[config.mk]
export PLATFORM = sky130hd
export DESIGN_NAME = if_fetch_unit_flat
export DESIGN_NICKNAME = d
export VERILOG_FILES = /design/src/rtl/if_fetch_unit_if.sv /design/src/rtl/if_fetch_unit.sv /design/src/flat_wrapper.sv
export SDC_FILE = /design/constraint.sdc
export NUM_CORES = 1
export LEC_CHECK = 0
export BUFFER_PORTS_ARGS = -buffer_cell sky130_fd_sc_hd__buf_4
export CAP_MARGIN = 25
export CORE_MARGIN = 2
export CORE_UTILIZATION = 52
export DETAILED_ROUTE_END_ITERATION = 16
export GPL_TIMING_DRIVEN = 1
export PLACE_DENSITY_LB_ADDON = 0.12
export SYNTH_ARGS = -nofsm -noshare
export SYNTH_HDL_FRONTEND = slang
export SYNTH_SLANG_ARGS = --single-unit
[constraint.sdc]
create_clock -name clk -period 3.7 [get_ports clk]
set_clock_uncertainty 0.15 [all_clocks]
set_input_delay 0.185 -clock clk [delete_from_list [all_inputs] [get_ports clk]]
set_output_delay 0.185 -clock clk [all_outputs]
set_load 0.01 [all_outputs]
[src/rtl/if_fetch_unit_if.sv]
// Instruction bus between the fetch unit (master) and the instruction memory (slave).
// Single outstanding word read: BusReq/BusAddr held until BusAck returns BusRdData.
interface if_fetch_unit_if #(
    parameter int ADDR_W = 30,
    parameter int DATA_W = 32
);
    logic              BusReq;
    logic [ADDR_W-1:0] BusAddr;
    logic              BusAck;
    logic [DATA_W-1:0] BusRdData;

    modport master (
        output BusReq,
        output BusAddr,
        input  BusAck,
        input  BusRdData
    );

    modport slave (
        input  BusReq,
        input  BusAddr,
        output BusAck,
        output BusRdData
    );
endinterface

[src/rtl/if_fetch_unit.sv]
// Instruction fetch front end: single-outstanding bus reads into a prefetch FIFO feeding the IF register.
// Optional IF_FETCH_PERF_EN adds saturating fetch-stall and dropped-ack counters.
module if_fetch_unit #(
    parameter int                ADDR_W   = 30,
    parameter int                DATA_W   = 32,
    parameter int                DEPTH    = 4,
    parameter logic [ADDR_W-1:0] RESET_PC = {ADDR_W{1'b0}},
    parameter logic [DATA_W-1:0] NOP_INSN = 32'h0
) (
    input  logic              clk,
    input  logic              reset_,
    input  logic              Stall,
    input  logic              Flush,
    input  logic [ADDR_W-1:0] NewPC,
    input  logic              BrTaken,
    input  logic [ADDR_W-1:0] BrAddr,
    if_fetch_unit_if.master   bus,
    output logic [DATA_W-1:0] Insn,
    output logic [ADDR_W-1:0] InsnPC,
    output logic              InsnValid,
    output logic              FetchStall
`ifdef IF_FETCH_PERF_EN
    ,
    output logic [31:0]       PerfStallCnt,
    output logic [31:0]       PerfDropCnt
`endif
);

    localparam int IDX_W = $clog2(DEPTH);
    localparam int PTR_W = IDX_W + 1;

    typedef enum logic [1:0] {
        IDLE,
        FETCH,
        DROP
    } state_t;

    state_t            state, state_nxt;
    logic [ADDR_W-1:0] bus_addr, bus_addr_nxt;
    logic [ADDR_W-1:0] held_tgt, held_tgt_nxt;
    logic [ADDR_W-1:0] redirect_tgt;
    logic              redirect;
    logic              bus_req;
    logic              push;
    logic              pop;

    logic [DATA_W-1:0] mem_insn [DEPTH];
    logic [ADDR_W-1:0] mem_pc   [DEPTH];
    logic [PTR_W-1:0]  wr_ptr, rd_ptr;
    logic [IDX_W-1:0]  wr_idx, rd_idx;
    logic              empty, full;

    assign wr_idx = wr_ptr[IDX_W-1:0];
    assign rd_idx = rd_ptr[IDX_W-1:0];
    assign empty  = (wr_ptr == rd_ptr);
    assign full   = (wr_ptr[PTR_W-1] != rd_ptr[PTR_W-1]) && (wr_idx == rd_idx);

    assign redirect     = Flush | BrTaken;
    assign redirect_tgt = Flush ? NewPC : BrAddr;
    assign pop          = ~empty & ~Stall & ~redirect;

    always_ff @(posedge clk) begin
        if (reset_) begin
            state    <= IDLE;
            bus_addr <= RESET_PC;
            held_tgt <= RESET_PC;
        end else begin
            state    <= state_nxt;
            bus_addr <= bus_addr_nxt;
            held_tgt <= held_tgt_nxt;
        end
    end

    // A request already on the bus cannot be withdrawn, so a redirect without
    // the ack parks the target in held_tgt and lets DROP swallow the stale data.
    always_comb begin
        state_nxt    = state;
        bus_addr_nxt = bus_addr;
        held_tgt_nxt = held_tgt;
        bus_req      = 1'b0;
        push         = 1'b0;
        unique case (state)
            IDLE: begin
                state_nxt = FETCH;
                if (redirect) bus_addr_nxt = redirect_tgt;
            end
            FETCH: begin
                bus_req = ~full | pop;
                if (redirect) begin
                    if (bus_req && !bus.BusAck) begin
                        held_tgt_nxt = redirect_tgt;
                        state_nxt    = DROP;
                    end else begin
                        bus_addr_nxt = redirect_tgt;
                    end
                end else if (bus_req && bus.BusAck) begin
                    push         = 1'b1;
                    bus_addr_nxt = bus_addr + ADDR_W'(1);
                end
            end
            DROP: begin
                bus_req = 1'b1;
                if (redirect) held_tgt_nxt = redirect_tgt;
                if (bus.BusAck) begin
                    bus_addr_nxt = redirect ? redirect_tgt : held_tgt;
                    state_nxt    = FETCH;
                end
            end
            default: state_nxt = IDLE;
        endcase
    end

    always_ff @(posedge clk) begin
        if (reset_ || redirect) begin
            wr_ptr <= '0;
            rd_ptr <= '0;
        end else begin
            if (push) wr_ptr <= wr_ptr + PTR_W'(1);
            if (pop)  rd_ptr <= rd_ptr + PTR_W'(1);
        end
    end

    always_ff @(posedge clk) begin
        if (push) begin
            mem_insn[wr_idx] <= bus.BusRdData;
            mem_pc[wr_idx]   <= bus_addr;
        end
    end

    assign bus.BusReq  = bus_req;
    assign bus.BusAddr = bus_addr;

    assign InsnValid  = ~empty;
    assign FetchStall = empty;
    assign Insn       = empty ? NOP_INSN : mem_insn[rd_idx];
    assign InsnPC     = empty ? bus_addr : mem_pc[rd_idx];

`ifdef IF_FETCH_PERF_EN
    logic drop_ack;

    // Any ack that does not push is a discarded fetch: DROP, or FETCH with a same-cycle redirect.
    assign drop_ack = bus.BusAck &&
                      ((state == DROP) || ((state == FETCH) && redirect && bus_req));

    always_ff @(posedge clk) begin
        if (reset_) begin
            PerfStallCnt <= '0;
            PerfDropCnt  <= '0;
        end else begin
            if (empty && (PerfStallCnt != 32'hFFFF_FFFF))
                PerfStallCnt <= PerfStallCnt + 32'd1;
            if (drop_ack && (PerfDropCnt != 32'hFFFF_FFFF))
                PerfDropCnt <= PerfDropCnt + 32'd1;
        end
    end
`endif

endmodule

[src/flat_wrapper.sv]
// flat-port wrapper written by rule: the top's interface ports become plain ports
module if_fetch_unit_flat 
#(
    parameter int                ADDR_W   = 30,
    parameter int                DATA_W   = 32,
    parameter int                DEPTH    = 4,
    parameter logic [ADDR_W-1:0] RESET_PC = {ADDR_W{1'b0}},
    parameter logic [DATA_W-1:0] NOP_INSN = 32'h0
)
  (clk, reset_, Stall, Flush, NewPC, BrTaken, BrAddr, Insn, InsnPC, InsnValid, FetchStall, bus_BusReq, bus_BusAddr, bus_BusAck, bus_BusRdData);
  if_fetch_unit_if #(.ADDR_W(ADDR_W), .DATA_W(DATA_W)) bus_i ();
  input  logic clk;
  input  logic reset_;
  input  logic Stall;
  input  logic Flush;
  input  logic [ADDR_W-1:0] NewPC;
  input  logic BrTaken;
  input  logic [ADDR_W-1:0] BrAddr;
  output logic [DATA_W-1:0] Insn;
  output logic [ADDR_W-1:0] InsnPC;
  output logic InsnValid;
  output logic FetchStall;
  output wire logic [$bits(bus_i.BusReq)-1:0] bus_BusReq;
  output wire logic [$bits(bus_i.BusAddr)-1:0] bus_BusAddr;
  input wire logic [$bits(bus_i.BusAck)-1:0] bus_BusAck;
  input wire logic [$bits(bus_i.BusRdData)-1:0] bus_BusRdData;
  assign bus_BusReq = bus_i.BusReq;
  assign bus_BusAddr = bus_i.BusAddr;
  assign bus_i.BusAck = bus_BusAck;
  assign bus_i.BusRdData = bus_BusRdData;
  if_fetch_unit #(.ADDR_W(ADDR_W), .DATA_W(DATA_W), .DEPTH(DEPTH), .RESET_PC(RESET_PC), .NOP_INSN(NOP_INSN)) u_core (.clk(clk), .reset_(reset_), .Stall(Stall), .Flush(Flush), .NewPC(NewPC), .BrTaken(BrTaken), .BrAddr(BrAddr), .bus(bus_i), .Insn(Insn), .InsnPC(InsnPC), .InsnValid(InsnValid), .FetchStall(FetchStall));
endmodule
==> impl_metrics.json <==
{
  "fmax_mhz": 318,
  "finalNonFillerCells": 1607,
  "wire_per_inst_um": 21.7,
  "cts_tree": "built",
  "cts_root_buf": "clkbuf_16",
  "critPathKind": "register to output port",
  "synth-seq-cells": 318,
  "syn-cell-area_sq_um": 14000,
  "grt_pass1_wl_um": 54500,
  "synth.area.top_cells": "edfxtp_1, dfxtp_1, mux4_2",
  "leakagePower_uw": 0.00645,
  "slew_headroom_pct": 35.3,
  "htreeDepth": 1,
  "hold_buffers": 102,
  "reg2reg_setup_slack_ns": 0.85,
  "clkLatencyLatePin_ns": 0.56,
  "grt_setup_unrepaired": "false",
  "hold_path.class": "primary input to register",
  "nFillCells": 1891,
  "dr.pass1.iters": 7,
  "async_flop_share_pct": 0,
  "viasPerCell": 5.93,
  "placed_cells": 1446,
  "place.gp.congestion": 0.852,
  "antenna_left": 0,
  "timing.hold.ws_ns": 0.0216,
  "cts_resized": 0,
  "endpoint_kind": "output port",
  "core_area_sq_um": 26700,
  "most-common-layout-cells": "edfxtp_1, buf_4, dlygate4sd3_1, dfxtp_1, mux4_2",
  "multi_input_area_sq_um": 4880,
  "syn_area_per_cell_sq_um": 14.7,
  "fin_tns_setup_ns": 0,
  "hold_viol": 0,
  "fp.dieW_um": 168,
  "port_buffers": 192,
  "synthFlopType": "edfxtp_1",
  "die_y_um": 168,
  "power_density_nw_per_um2": 606,
  "yosys.area.top_type": "edfxtp_1",
  "synth_top_area_share_pct": 53.0,
  "finalCriticalPeriod_ns": 3.14,
  "track_usage_pct": 24.6,
  "yosysSeqAreaShare_pct": 63.0,
  "fin_util_pct": 67.7,
  "io_pins": 193,
  "fin_nets": 1348,
  "area_growth_pct": 28.9,
  "finalSetupViolCount": 0,
  "maxCapViolations": 0,
  "regArea_sq_um": 8860,
  "clk_pin_slew_ns": 0.07,
  "clockBufferDepth": 3,
  "grt_pass1_vias": 9385,
  "synth_cell_types": 74,
  "peakVddDrop_uv": 385,
  "dieArea_sq_um": 28300,
  "final_layout_size_suffix_gt1_share_pct": 32.1,
  "place_area_sq_um": 15900,
  "initial_utilization_pct": 52.5,
  "grt_overflow": 0,
  "syn_nets": 1064,
  "outcome": "completed",
  "drc": 0,
  "yosys_warnings": 0,
  "synth_edf_count": 248,
  "crit_path_max_fanout": 36,
  "drt-initial-drc-count": 795,
  "worstMarginPinSlew_ns": 0.971,
  "grt_max_degree": 64,
  "fin_area_sq_um": 18100,
  "std_cell_rows": 60,
  "maxSlewViolCount": 0,
  "drt_wl_total_um": 34900,
  "syn_inst": 956,
  "worstPathArrival_ns": 2.81,
  "grt_antenna_before_repair": 0,
  "cts_setup_buffers": 0,
  "cts_sinks": 318,
  "path_cells": "xnor2_1 -> nand3_4 -> buf_4 -> mux2_2 -> buf_4",
  "dp_hpwl_um": 21500,
  "numCtsBuffers": 31,
  "cpPeakStageDelay_ns": 0.55,
  "cp_slowest_cell": "nand3_4",
  "crit_required_ns": 3.37,
  "via_count": 9522,
  "final_common_cell": "edfxtp_1",
  "period_share_pct": 84.9,
  "critPathMostFrequentCell": "buf_4",
  "cp-start-kind": "register"
}
-- registers in the layout, indices dropped and copies added, names as in the netlist, named ones only --
register            count
u_core.held_tgt        30
u_core.wr_ptr           3
u_core.state            2
u_core.rd_ptr           3
u_core.mem_insn       128
u_core.bus.BusAddr     30
u_core.mem_pc         120
-- cells in the mapped netlist, types with 3 or more instances --
cell type	instances
o221a_2	4
inv_1	14
o211ai_1	5
nand4_1	11
a31oi_1	5
o22ai_1	5
a21oi_1	39
and2_1	36
or2_2	4
mux2i_1	33
and3_1	8
o31ai_1	8
a22oi_1	4
a211oi_1	36
a221oi_1	9
o21bai_1	3
a32o_1	3
buf_1	4
dfxtp_1	70
mux2_2	35
a22o_1	3
nor4_1	5
xor2_1	8
o2bb2ai_1	3
o21ai_0	31
nand2_1	35
nor3_1	5
buf_2	21
edfxtp_1	248
a41oi_1	4
clkbuf_1	44
o32ai_1	3
nor2_1	58
ha_1	10
o31a_1	3
mux4_2	62
nand3_1	20
xnor2_1	8
nor3b_1	5
-- power by group --
part           internal (uW)  total, uW  switching, uW
clock network           2060       3440           1370
registers               4280       4740            456
logic                   1270       2800           1530
total                   7610      11000           3360
-- through the flow --
stage,total power (uW),worst slack [ns]
after floorplan,6300,0.212
final,11000,0.558
after global routing,11500,0.392
after CTS,11000,0.537
after global placement,7430,1.00
after detailed placement,7480,0.896
-- cell type report --
cell class	instances	area share, %
clock inverters	26	1.91
inverters	14	0.290
flip-flops and latches	318	49.0
well taps	341	2.36
diodes	1	0.0138
multi-input cells	553	27.0
repair buffers	322	15.1
clock buffers	32	4.36
-- layer usage --
metal,up-vias,share of wire (%),track usage (%)
li1,4362,-,-
met1,4712,44,35.8
met2,387,48,39.7
met3,61,6.6,3.60
met4,0,2.0,5.92
met5,-,0,0
-- cell families (layout without fill, tap and decap cells) --
family / Yosys count / after routing / share of synthesized area (%)
compound gates: 192 / 192 / 9.64
xor+xnor: 16 / 16 / 0.998
fa+ha+maj: 10 / 10 / 0.891
buf+inv: 85 / 394 / 2.54
flops: 318 / 318 / 63.0
mux: 130 / 130 / 15.1
other cells: 0 / 1 / 0
simple gates: 205 / 205 / 7.80
-- worst max-delay path, delay by kind of cell (launching register included) --
kind                      cells  cell delay [ns]
xor gates and xnor gates      1             0.38
and+or+nand+nor               1             0.55
buffers and inverters         2             0.60
DFF                           1             0.35
muxes                         1             0.34
-- path summary, 6_finish.rpt --
check,cells after the start,startpoint,end
worst max register to register,6,u_core.bus.BusAddr[0],u_core.bus.BusAddr[28]
worst max-delay path,5,u_core.wr_ptr[2],InsnPC[14]
worst min register to register,2,u_core.held_tgt[5],u_core.held_tgt[5]
worst min-delay path,4,BrTaken,u_core.bus.BusAddr[2]
(Power assumes the default switching activity.)
